`src/rtl/tick_monitor_if.sv`:
```
`default_nettype none
// ============================================================================
//  Module   : tick_monitor_if
//  Brief    : Pulse input and measurement/status outputs of tick_monitor.
//  Revision : 1.0  initial release
// ============================================================================
interface tick_monitor_if;
    logic        pulse_in;
    logic [11:0] period;
    logic        period_valid;
    logic        err_early;
    logic        err_late;
    logic        lock;
    logic        lost;
    logic [15:0] tick_cnt;

    modport master (
        output pulse_in,
        input  period, period_valid, err_early, err_late, lock, lost, tick_cnt
    );

    modport slave (
        input  pulse_in,
        output period, period_valid, err_early, err_late, lock, lost, tick_cnt
    );
endinterface
`default_nettype wire

```
`src/rtl/tick_monitor.sv`:
```
`default_nettype none
// ============================================================================
//  Module   : tick_monitor
//  Brief    : Measures the interval between periodic ticks, flags early/late
//             ticks and reports lock / loss of the tick stream.
//  Revision : 1.0  initial release
// ============================================================================
module tick_monitor #(
    parameter int EXPECT = 2401,
    parameter int TOL    = 4,
    parameter int LOCK_N = 3
) (
    input  wire logic     clk_in,
    input  wire logic     reset,
    tick_monitor_if.slave bus
);

    localparam int                 C_RUN_W    = (LOCK_N < 2) ? 1 : $clog2(LOCK_N + 1);
    localparam logic [11:0]        C_LATE_CNT = 12'(EXPECT + TOL - 1);
    localparam logic [12:0]        C_MIN_IVL  = 13'(EXPECT - TOL);
    localparam logic [C_RUN_W-1:0] C_LOCK_RUN = C_RUN_W'(LOCK_N);

    if ((EXPECT + TOL > 4095) || (TOL >= EXPECT) || (TOL < 0) || (LOCK_N < 1)) begin : g_param_check
        $error("tick_monitor: illegal EXPECT/TOL/LOCK_N combination");
    end

    typedef enum logic [1:0] {
        S_IDLE  = 2'd0,
        S_TRACK = 2'd1,
        S_LOST  = 2'd2
    } state_t;

    state_t               r_state,        w_state;
    logic [11:0]          r_cnt,          w_cnt;
    logic [C_RUN_W-1:0]   r_good_run,     w_good_run;
    logic [11:0]          r_period,       w_period;
    logic                 r_period_valid, w_period_valid;
    logic                 r_err_early,    w_err_early;
    logic                 r_err_late,     w_err_late;
    logic                 r_lock,         w_lock;
    logic                 r_lost,         w_lost;
    logic [15:0]          r_tick_cnt,     w_tick_cnt;
    logic [12:0]          w_interval;

    // Timeout in TRACK keeps cnt below EXPECT+TOL, so the interval never overflows 12 bits there.
    assign w_interval = {1'b0, r_cnt} + 13'd1;

    always_ff @(posedge clk_in) begin
        if (reset) begin
            r_state        <= S_IDLE;
            r_cnt          <= '0;
            r_good_run     <= '0;
            r_period       <= '0;
            r_period_valid <= 1'b0;
            r_err_early    <= 1'b0;
            r_err_late     <= 1'b0;
            r_lock         <= 1'b0;
            r_lost         <= 1'b0;
            r_tick_cnt     <= '0;
        end else begin
            r_state        <= w_state;
            r_cnt          <= w_cnt;
            r_good_run     <= w_good_run;
            r_period       <= w_period;
            r_period_valid <= w_period_valid;
            r_err_early    <= w_err_early;
            r_err_late     <= w_err_late;
            r_lock         <= w_lock;
            r_lost         <= w_lost;
            r_tick_cnt     <= w_tick_cnt;
        end
    end

    always_comb begin
        w_state        = r_state;
        w_cnt          = bus.pulse_in ? 12'd0 : ((r_cnt == 12'hFFF) ? r_cnt : r_cnt + 12'd1);
        w_good_run     = r_good_run;
        w_period       = r_period;
        w_period_valid = 1'b0;
        w_err_early    = 1'b0;
        w_err_late     = 1'b0;
        w_lock         = r_lock;
        w_lost         = r_lost;
        w_tick_cnt     = r_tick_cnt;

        case (r_state)
            S_IDLE: begin
                if (bus.pulse_in) begin
                    w_state = S_TRACK;
                end
            end
            S_TRACK: begin
                if (bus.pulse_in) begin
                    w_period       = w_interval[11:0];
                    w_period_valid = 1'b1;
                    if (w_interval < C_MIN_IVL) begin
                        w_err_early = 1'b1;
                        w_lock      = 1'b0;
                        w_good_run  = '0;
                    end else begin
                        w_tick_cnt = r_tick_cnt + 16'd1;
                        if (r_good_run != C_LOCK_RUN) begin
                            w_good_run = r_good_run + 1'b1;
                        end
                        w_lock = (w_good_run == C_LOCK_RUN);
                    end
                end else if (r_cnt == C_LATE_CNT) begin
                    w_err_late = 1'b1;
                    w_lock     = 1'b0;
                    w_good_run = '0;
                    w_lost     = 1'b1;
                    w_state    = S_LOST;
                end
            end
            S_LOST: begin
                if (bus.pulse_in) begin
                    w_state = S_TRACK;
                    w_lost  = 1'b0;
                end
            end
            default: begin
                w_state = S_IDLE;
            end
        endcase
    end

    assign bus.period       = r_period;
    assign bus.period_valid = r_period_valid;
    assign bus.err_early    = r_err_early;
    assign bus.err_late     = r_err_late;
    assign bus.lock         = r_lock;
    assign bus.lost         = r_lost;
    assign bus.tick_cnt     = r_tick_cnt;

endmodule
`default_nettype wire

```
`src/flat_wrapper.sv`:
```
// flat-port wrapper written by rule: the top's interface ports become plain ports
module tick_monitor_flat 
#(
    parameter int EXPECT = 2401,
    parameter int TOL    = 4,
    parameter int LOCK_N = 3
)
  (clk_in, reset, bus_pulse_in, bus_period, bus_period_valid, bus_err_early, bus_err_late, bus_lock, bus_lost, bus_tick_cnt);
  tick_monitor_if bus_i ();
  input  wire logic clk_in;
  input  wire logic reset;
  input wire logic [$bits(bus_i.pulse_in)-1:0] bus_pulse_in;
  output wire logic [$bits(bus_i.period)-1:0] bus_period;
  output wire logic [$bits(bus_i.period_valid)-1:0] bus_period_valid;
  output wire logic [$bits(bus_i.err_early)-1:0] bus_err_early;
  output wire logic [$bits(bus_i.err_late)-1:0] bus_err_late;
  output wire logic [$bits(bus_i.lock)-1:0] bus_lock;
  output wire logic [$bits(bus_i.lost)-1:0] bus_lost;
  output wire logic [$bits(bus_i.tick_cnt)-1:0] bus_tick_cnt;
  assign bus_i.pulse_in = bus_pulse_in;
  assign bus_period = bus_i.period;
  assign bus_period_valid = bus_i.period_valid;
  assign bus_err_early = bus_i.err_early;
  assign bus_err_late = bus_i.err_late;
  assign bus_lock = bus_i.lock;
  assign bus_lost = bus_i.lost;
  assign bus_tick_cnt = bus_i.tick_cnt;
  tick_monitor #(.EXPECT(EXPECT), .TOL(TOL), .LOCK_N(LOCK_N)) u_core (.clk_in(clk_in), .reset(reset), .bus(bus_i));
endmodule
```
`config.mk`:
```
export PLATFORM = sky130hd
export DESIGN_NAME = tick_monitor_flat
export DESIGN_NICKNAME = d
export VERILOG_FILES = /design/src/rtl/tick_monitor_if.sv /design/src/rtl/tick_monitor.sv /design/src/flat_wrapper.sv
export SDC_FILE = /design/constraint.sdc
export NUM_CORES = 1
export LEC_CHECK = 0
export CAP_MARGIN = 25
export CORE_MARGIN = 5
export CORE_UTILIZATION = 54
export DETAILED_ROUTE_END_ITERATION = 10
export GPL_TIMING_DRIVEN = 0
export HOLD_SLACK_MARGIN = 0.1
export PLACE_DENSITY = 0.86
export SLEW_MARGIN = 20
export SYNTH_ARGS = -nofsm -noshare
export SYNTH_HDL_FRONTEND = slang
export SYNTH_SLANG_ARGS = --single-unit
```
`constraint.sdc`:
```
create_clock -name clk_in -period 3.7 [get_ports clk_in]
set_input_delay 0.74 -clock clk_in [delete_from_list [all_inputs] [get_ports clk_in]]
set_output_delay 0.74 -clock clk_in [all_outputs]
set_load 0.05 [all_outputs]
```
## After elaboration in Yosys (flattened, before gate mapping)

Cells that the tools add are included.

| operators by class | value |
|---|---|
| $add $sub $neg | 4 |
| multipliers | 0 |
| divide/modulo/power cells | 0 |
| $lt $le $gt $ge | 1 |
| equal/unequal tests | 10 |
| shifts and indexed selects | 0 |
| muxes and demuxes | 21 |
| bitwise operators | 3 |
| reduce and logical (&&, ||, !) cells | 13 |

Operators by type and width:

| operator | count |
|---|---|
| == test 12 bit, second input constant | 2 |
| two-way mux 2 bit | 10 |
| adder 16 x 1 -> 16 bit, second input constant | 1 |
| adder 12 x 1 -> 13 bit, second input constant | 1 |
| less-than comparator 13 x 12 -> 1 bit, second input constant | 1 |
| adder 12 x 1 -> 12 bit, second input constant | 1 |
| two-way mux 1 bit | 9 |
| inequality test 2 bit, second input constant | 3 |
| AND reduction 3 bit | 2 |
| OR reduction 2 bit | 3 |
| OR reduction 3 bit | 2 |
| == test 2 bit, second input constant | 2 |
| inequality test 2 x 1 -> 1 bit, second input constant | 2 |
| case mux 2 bit (2 select lines) | 1 |
| AND reduction 2 bit | 2 |
| AND reduction 4 bit | 1 |
| nonzero test 2 bit | 2 |
| NOT 1 bit | 3 |
| adder 2 x 1 -> 2 bit, second input constant | 1 |
| == test 2 x 1 -> 1 bit, second input constant | 1 |
| zero test 2 bit | 1 |
| case mux 1 bit (2 select lines) | 1 |

| storage, ports and cells | value |
|---|---|
| bits in registers | 49 |
| latch bits | 0 |
| bits in writable memories | 0 |
| ROM bits | 0 |
| output and inout port bits | 33 |
| logic and storage cells | 62 |
| memories | 0 |

## Longest topological paths before layout

Gate-level depths: netlist of the first run.

| depth | value |
|---|---|
| depth after elaboration | 8 |
| gate-level depth with buffers | 11 |
| depth with buffers taken out | 9 |

## Least setup slack after synthesis of the first run

No wires, ideal clock.

| timing path | value |
|---|---|
| kind | register to register |
| from | register u_core.r_cnt[0] |
| to | register u_core.r_tick_cnt[10] (netlist: u_core.bus.tick_cnt[10]) |
| data arrival time | 2.535 ns |
| path slack | 1.044 ns |
| stages on the path, launching flop included | 11 |
| period minus slack after synthesis | 2.656 ns |
| cell sequence | dfxtp_1 ha_1 buf_4 nand3_1 or4_1 nand2_1 nand2_1 o22a_4 buf_6 nor4b_2 mux2_2 |

| on the way | value |
|---|---|
| word-level cells in the longest chain between the ends | 4 |

Ends and longest elaborated chain:

| element | line | RTL |
|---|---|---|
| start, declared | tick_monitor.sv:34 | `logic [11:0] r_cnt, w_cnt;` |
| start signal, assigned | tick_monitor.sv:62 | `r_cnt <= w_cnt;` |
| adder 12 x 1 -> 13 bit | tick_monitor.sv:46 | `assign w_interval = {1'b0, r_cnt} + 13'd1;` |
| less-than comparator 13 x 12 -> 1 bit | tick_monitor.sv:96 | `if (w_interval < C_MIN_IVL) begin` |
| NOT 1 bit (no line) | n/a |  |
| AND reduction 3 bit (no line) | n/a |  |
| end signal, assigned | tick_monitor.sv:70 | `r_tick_cnt <= w_tick_cnt;` |
| end, declared | tick_monitor.sv:42 | `logic [15:0] r_tick_cnt, w_tick_cnt;` |

No other way between the ends.
A chain may end at the register's enable or synchronous reset.

## Worst setup path after layout of the first run

| timing path | value |
|---|---|
| from | register u_core.r_cnt[0] |
| to | register u_core.r_tick_cnt[5] (netlist: u_core.bus.tick_cnt[5]) |

Same word-level chain as after synthesis.

==> results of run 1 <==
[flip-flops by register name (all words and copies together), names as in the netlist]
name                     cells
u_core.bus.period           12
u_core.bus.lock              1
u_core.bus.err_late          1
u_core.r_cnt                12
u_core.bus.err_early         1
u_core.r_state               2
u_core.bus.tick_cnt         16
u_core.bus.lost              1
u_core.bus.period_valid      1
u_core.r_good_run            2
[worst max-delay path: stages (launching register included)]
cell	delay (ns)
sky130_fd_sc_hd__dfxtp_1	0.53
sky130_fd_sc_hd__ha_1	0.20
sky130_fd_sc_hd__buf_4	0.16
sky130_fd_sc_hd__nand3_1	0.19
sky130_fd_sc_hd__or4_1	0.56
sky130_fd_sc_hd__nand2_1	0.12
sky130_fd_sc_hd__o311a_1	0.22
sky130_fd_sc_hd__o22a_4	0.21
sky130_fd_sc_hd__buf_6	0.16
sky130_fd_sc_hd__clkbuf_1	0.39
sky130_fd_sc_hd__o31ai_1	0.17
sky130_fd_sc_hd__a21oi_1	0.15
[metal layers]
metal / track usage / vias to the layer above
met5: 0 / -
met1: 0.269 / 1079
met4: 0.0722 / 0
li1: - / 1108
met3: 0.0492 / 9
met2: 0.317 / 78
[where the power goes]
| part | switching (mW) | internal (mW) |
|---|---|---|
| sequential | 0.00754 | 0.537 |
| clock | 0.174 | 0.131 |
| combinational | 0.0603 | 0.0283 |
[cell type report]
cell class / count / area [µm²] / area share
buffer: 21 / 111 / 0.0380
multi-input combinational: 201 / 1300 / 0.445
tap: 52 / 65.1 / 0.0222
timing repair buffer: 35 / 350 / 0.120
clock inverter: 2 / 10.0 / 0.00342
clock buffer: 6 / 72.6 / 0.0248
sequential: 49 / 981 / 0.335
inverter: 9 / 33.8 / 0.0115
[cells by family (layout without fill, tap and decap cells)]
logic type	count (synthesis)	in the layout	synth area share
AOI/OAI and AO/OA	71	71	0.201
xor gates and xnor gates	10	10	0.0360
adders and majority gates	3	3	0.0154
buffers and inverters	30	73	0.0597
DFF	49	49	0.404
muxes	5	5	0.0227
and+or+nand+nor	112	112	0.262
[worst paths after layout]
kind	startpoint	endpoint	cells past startpoint
min reg2reg	u_core.bus.period[1]	u_core.bus.period[1]	2
min	u_core.bus.period[1]	u_core.bus.period[1]	2
max	u_core.r_cnt[0]	u_core.bus.tick_cnt[5]	11
max reg2reg	u_core.r_cnt[0]	u_core.bus.tick_cnt[5]	11
[synth_stat cells, types with 2 or more instances]
cell type / count
sky130_fd_sc_hd__nor4b_2: 3
sky130_fd_sc_hd__dfxtp_1: 49
sky130_fd_sc_hd__a211oi_1: 11
sky130_fd_sc_hd__ha_1: 3
sky130_fd_sc_hd__o31a_1: 2
sky130_fd_sc_hd__or3_1: 2
sky130_fd_sc_hd__clkbuf_1: 13
sky130_fd_sc_hd__nand2b_1: 3
sky130_fd_sc_hd__o21ai_0: 8
sky130_fd_sc_hd__nor3b_1: 3
sky130_fd_sc_hd__nor2b_1: 5
sky130_fd_sc_hd__xnor2_1: 7
sky130_fd_sc_hd__o31ai_1: 12
sky130_fd_sc_hd__or4b_1: 2
sky130_fd_sc_hd__and2_1: 4
sky130_fd_sc_hd__nand4_1: 7
sky130_fd_sc_hd__xor2_1: 3
sky130_fd_sc_hd__nor3_1: 3
sky130_fd_sc_hd__buf_4: 4
sky130_fd_sc_hd__a21oi_1: 25
sky130_fd_sc_hd__inv_1: 9
sky130_fd_sc_hd__buf_2: 2
sky130_fd_sc_hd__nand3_1: 11
sky130_fd_sc_hd__nand2_1: 17
sky130_fd_sc_hd__mux2_2: 4
sky130_fd_sc_hd__and3_1: 3
sky130_fd_sc_hd__buf_6: 2
sky130_fd_sc_hd__or4_1: 11
sky130_fd_sc_hd__nor2_1: 30
[through the flow]
stage / cells / utilization / hold slack (ns) / total power [mW]
after floorplan: 280 / - / 0.450 / 0.614
after global placement: 367 / 0.653 / 0.446 / 0.643
after detailed placement: 367 / 0.653 / 0.450 / 0.644
after CTS: 375 / 0.672 / 0.461 / 0.940
after global routing: 375 / 0.672 / 0.481 / 0.971
final: 375 / 0.672 / 0.459 / 0.938
==> flow_metrics.py, run 1 <==
metrics = {
    "floorplanning": {
        "initial_utilization": 0.558,
        "io_pins": 36,
        "core-area_um2": 4350,
        "die-width_um": 77.1,
        "core.rowCount": 24,
        "die_height_um": 77.1,
        "die_area_um2": 5940,
    },
    "hold_path": {
        "hold_path_class": "register to register",
    },
    "critical_path": {
        "ff2ff_setup_slack_ns": 0.54,
        "timing.critical_path.arrival_ns": 3.39,
        "timing.critical_path.to_type": "register",
        "critPathMaxFanout": 10,
        "setup.worst_path.start_class": "register",
        "path_class": "register to register",
        "worst_ep_required_time_ns": 3.93,
    },
    "routing": {
        "met3WireLength_um": 417,
        "avgRoutedWirePerCell_um": 16.1,
        "wl_met1_um": 2700,
        "drcViolationCount": 0,
        "drt_wirelength_um": 6050,
        "avgViaCountPerCell": 6.06,
        "drtIter0Drc": 193,
        "highest_layer": "met4",
        "met2RoutedLength_um": 2860,
        "postRouteAntennaNets": 0,
        "detailedRoute.firstPassIterationCount": 4,
        "dr_total_vias": 2274,
    },
    "run": {
        "number_of_max_capacitance_violations_reported": 0,
    },
    "yosys": {
        "ys_seq_elements": 49,
        "synth_fp_nets": 286,
        "synth.area.top_cells": "sky130_fd_sc_hd__dfxtp_1 (40%), sky130_fd_sc_hd__a21oi_1 (5.1%), sky130_fd_sc_hd__nor2_1 (4.6%)",
        "synth.cell_area_um2": 2430,
        "synth_enable_flop_cells": 0,
        "async_sr_flop_fraction": 0,
        "post_synth_inst_count": 280,
        "synth_flop_cell": "sky130_fd_sc_hd__dfxtp_1",
        "synth_top_area_cell": "sky130_fd_sc_hd__dfxtp_1",
        "syn-mean-instance-area_um2": 8.68,
        "ys.warnings.count": 0,
        "synth.lib_cells_used.distinct": 51,
        "synth_sequential_area_ratio": 0.404,
        "post-synth-top-area-fraction": 0.404,
    },
    "power": {
        "cellPowerDensity_nw_per_um2": 320,
        "max-vdd-ir-drop_mv": 0.322,
        "power_leakage_nw": 0.899,
    },
    "layout": {
        "final_common_cell": "sky130_fd_sc_hd__dfxtp_1",
        "final_net_count": 328,
        "commonest_cells_after_routing_fill_and_taps_aside": "sky130_fd_sc_hd__dfxtp_1 (49), sky130_fd_sc_hd__clkdlybuf4s50_1 (35), sky130_fd_sc_hd__nor2_1 (30), sky130_fd_sc_hd__a21oi_1 (25), sky130_fd_sc_hd__nand2_1 (17)",
        "nFillCells": 358,
        "drive_gt1_frac": 0.0898,
        "fin_area_um2": 2930,
        "area_growth_pct": 20.5,
        "num_antenna_cells": 0,
    },
    "sta": {
        "fin_setup_tns_ns": 0,
        "rsz0062_at_grt": "no",
        "fmaxAchievable_ghz": 0.317,
        "final.setup_skew_ns": 0.00648,
        "worst_slew_margin_rel": 0.542,
        "final.period_utilization": 0.854,
        "postLayoutSetupSlackWorst_ns": 0.541,
        "hold_violations": 0,
        "period_minus_slack_ns": 3.16,
        "slew_violations": 0,
        "tightestPinTransition_ns": 0.681,
        "count_of_final_setup_violators": 0,
    },
    "cts": {
        "path_clk_slew_ns": 0.09,
        "numCtsBuffers": 5,
        "cts.sink_count": 49,
        "clock_insertion_delay_worst_skew_ns": 0.30,
        "root_buffer": "sky130_fd_sc_hd__clkbuf_8",
        "cts_tree": "done",
        "number_of_buffers_inserted_for_hold_repair_after_clock_tree_synthesis": 0,
        "post_cts_resized": 0,
        "max-clock-path-buffers": 2,
        "post-cts-setup-buffer-count": 0,
        "h-tree-depth": 2,
    },
    "place": {
        "dp_slack_ns": 0.634,
        "dp.final_hpwl_um": 4300,
        "place_area_um2": 2850,
        "routability_congestion": 0.880,
        "place.port_buffers": 35,
    },
    "grt": {
        "overflow": 0,
        "grt_antenna_before_repair": 0,
        "track_usage": 0.202,
        "grt_start_max_net_pins": 15,
        "grt_pass1_vias": 2217,
        "grt_first_pass_wirelength_um": 10100,
    },
    "status": {
        "outcome": "complete, no violations",
    },
}
(Power assumes the default switching activity.)
==> run 2, diff against run 1 <==
CORE_UTILIZATION = 61   (was 54)
DONT_BUFFER_PORTS = 1   (was not set)
PLACE_DENSITY = 0.83   (was 0.86)
==> flow_metrics.py, run 2 (synthesized netlist as in run 1, its figures left out) <==
metrics = {
    "critical_path": {
        "setup.worst_path.end": "u_core.bus.tick_cnt[2]",
        "path_class": "register to register",
        "ff2ff_setup_slack_ns": 0.60,
        "timing.critical_path.arrival_ns": 3.33,
        "critPathMaxFanout": 10,
        "timing.critical_path.to_type": "register",
        "r2r_start": "u_core.r_cnt[0]",
        "worst_ep_required_time_ns": 3.94,
        "setup.worst_path.start": "u_core.r_cnt[0]",
        "setup.worst_path.start_class": "register",
        "rr_endpoint": "u_core.bus.tick_cnt[2]",
        "reg2regPathDepth": 11,
    },
    "hold_path": {
        "hold_path_class": "register to register",
    },
    "grt": {
        "track_usage": 0.221,
        "grt_pass1_vias": 1937,
        "grt_start_max_net_pins": 17,
        "grt_first_pass_wirelength_um": 9200,
        "overflow": 0,
        "grt_antenna_before_repair": 0,
    },
    "layout": {
        "area_growth_pct": 7.21,
        "finalCoreUtilization": 0.661,
        "largest_register_ffs": 16,
        "drive_gt1_frac": 0.104,
        "num_antenna_cells": 0,
        "commonest_cells_after_routing_fill_and_taps_aside": "sky130_fd_sc_hd__dfxtp_1 (49), sky130_fd_sc_hd__nor2_1 (30), sky130_fd_sc_hd__a21oi_1 (25), sky130_fd_sc_hd__nand2_1 (17), sky130_fd_sc_hd__clkbuf_1 (13)",
        "final_net_count": 293,
        "final_common_cell": "sky130_fd_sc_hd__dfxtp_1",
    },
    "sta": {
        "hold_violations": 0,
        "fin_hold_ws_ns": 0.491,
        "tightestPinTransition_ns": 0.659,
        "slew_violations": 0,
        "fin_setup_tns_ns": 0,
        "rsz0062_at_grt": "no",
        "postLayoutSetupSlackWorst_ns": 0.605,
        "period_minus_slack_ns": 3.10,
        "worst_slew_margin_rel": 0.557,
        "count_of_final_setup_violators": 0,
        "final.setup_skew_ns": 0.0189,
        "final.period_utilization": 0.836,
        "fmaxAchievable_ghz": 0.323,
    },
    "cts": {
        "post-cts-setup-buffer-count": 0,
        "post_cts_resized": 0,
        "path_clk_slew_ns": 0.10,
        "numCtsBuffers": 5,
        "cts_tree": "done",
        "root_buffer": "sky130_fd_sc_hd__clkbuf_8",
        "number_of_buffers_inserted_for_hold_repair_after_clock_tree_synthesis": 0,
        "cts.sink_count": 49,
        "max-clock-path-buffers": 2,
        "h-tree-depth": 2,
        "clock_insertion_delay_worst_skew_ns": 0.32,
    },
    "power": {
        "cellPowerDensity_nw_per_um2": 385,
        "max-vdd-ir-drop_mv": 0.254,
        "finalPower_mw": 1.00,
        "power_leakage_nw": 0.792,
    },
    "routing": {
        "detailedRoute.firstPassIterationCount": 5,
        "drtIter0Drc": 185,
        "drcViolationCount": 0,
        "drt_wirelength_um": 5530,
        "postRouteAntennaNets": 0,
        "dr_total_vias": 2091,
        "avgViaCountPerCell": 6.19,
        "avgRoutedWirePerCell_um": 16.4,
    },
    "place": {
        "dp.final_hpwl_um": 4060,
        "place.port_buffers": 0,
        "dp_slack_ns": 0.629,
        "routability_congestion": 0.854,
    },
    "floorplanning": {
        "core-area_um2": 3940,
        "core.rowCount": 23,
        "die_height_um": 73.1,
        "io_pins": 36,
        "die-width_um": 73.1,
        "die_area_um2": 5350,
        "initial_utilization": 0.616,
    },
    "status": {
        "outcome": "complete, no violations",
    },
    "run": {
        "number_of_max_capacitance_violations_reported": 0,
    },
}
[run 2: changes by cell type in the layout (fill, tap and decap cells not counted)]
cell and delta:
sky130_fd_sc_hd__bufinv_16 +1, sky130_fd_sc_hd__clkbuf_1 -1, sky130_fd_sc_hd__clkinv_2 -1, sky130_fd_sc_hd__clkdlybuf4s50_1 -35, sky130_fd_sc_hd__inv_6 +1
[run 2: worst min-delay path by stage]
stage                               from                    to  slack, ns  cells after the start
floorplan           u_core.r_good_run[0]  u_core.r_good_run[0]       0.45                      2
global placement    u_core.r_good_run[0]  u_core.r_good_run[0]       0.46                      2
detailed placement  u_core.r_good_run[0]  u_core.r_good_run[0]       0.47                      2
CTS                 u_core.r_good_run[0]  u_core.r_good_run[0]       0.49                      2
global route        u_core.r_good_run[0]  u_core.r_good_run[0]       0.52                      2
finish              u_core.r_good_run[0]  u_core.r_good_run[0]       0.49                      2
[run 2: power by group]
group | internal, mW | switching, mW | leakage [nW] | total [mW]
sequential | 0.537 | 0.0369 | 0.397 | 0.574
combinational | 0.0137 | 0.0268 | 0.336 | 0.0406
clock | 0.203 | 0.185 | 0.0585 | 0.388
total | 0.753 | 0.249 | 0.792 | 1.00
[run 2: through the flow]
stage,std cells,area (µm²)
global placement,330,2490
detailed placement,330,2490
finish,338,2610
global route,338,2610
CTS,338,2610
floorplan,280,2430
[run 2: cell type report]
class                           count  area (µm²)
Multi-Input combinational cell    201        1300
Fill cell                         324        1340
Clock buffer                        5        68.8
Tap cell                           50        62.6
Clock inverter                      3        43.8
Inverter                            9        33.8
Sequential cell                    49         981
Buffer                             21         111
[run 2: critical path: stages (launching register included)]
cell and delay (ns):
sky130_fd_sc_hd__dfxtp_1 0.51, sky130_fd_sc_hd__ha_1 0.20, sky130_fd_sc_hd__buf_4 0.16, sky130_fd_sc_hd__nand3_1 0.18, sky130_fd_sc_hd__or4_1 0.56, sky130_fd_sc_hd__nand2_1 0.15, sky130_fd_sc_hd__o311a_1 0.23, sky130_fd_sc_hd__o22a_4 0.21
sky130_fd_sc_hd__buf_6 0.16, sky130_fd_sc_hd__clkbuf_1 0.37, sky130_fd_sc_hd__o21ai_0 0.16, sky130_fd_sc_hd__a21oi_1 0.15
[run 2: metal layers]
metal / share of wire / vias up / GRT usage
met3: 0.081 / 11 / 0.0675
met2: 0.46 / 72 / 0.348
met1: 0.43 / 971 / 0.279
met5: 0 / - / 0
met4: 0.020 / 0 / 0.0943
li1: - / 1037 / -
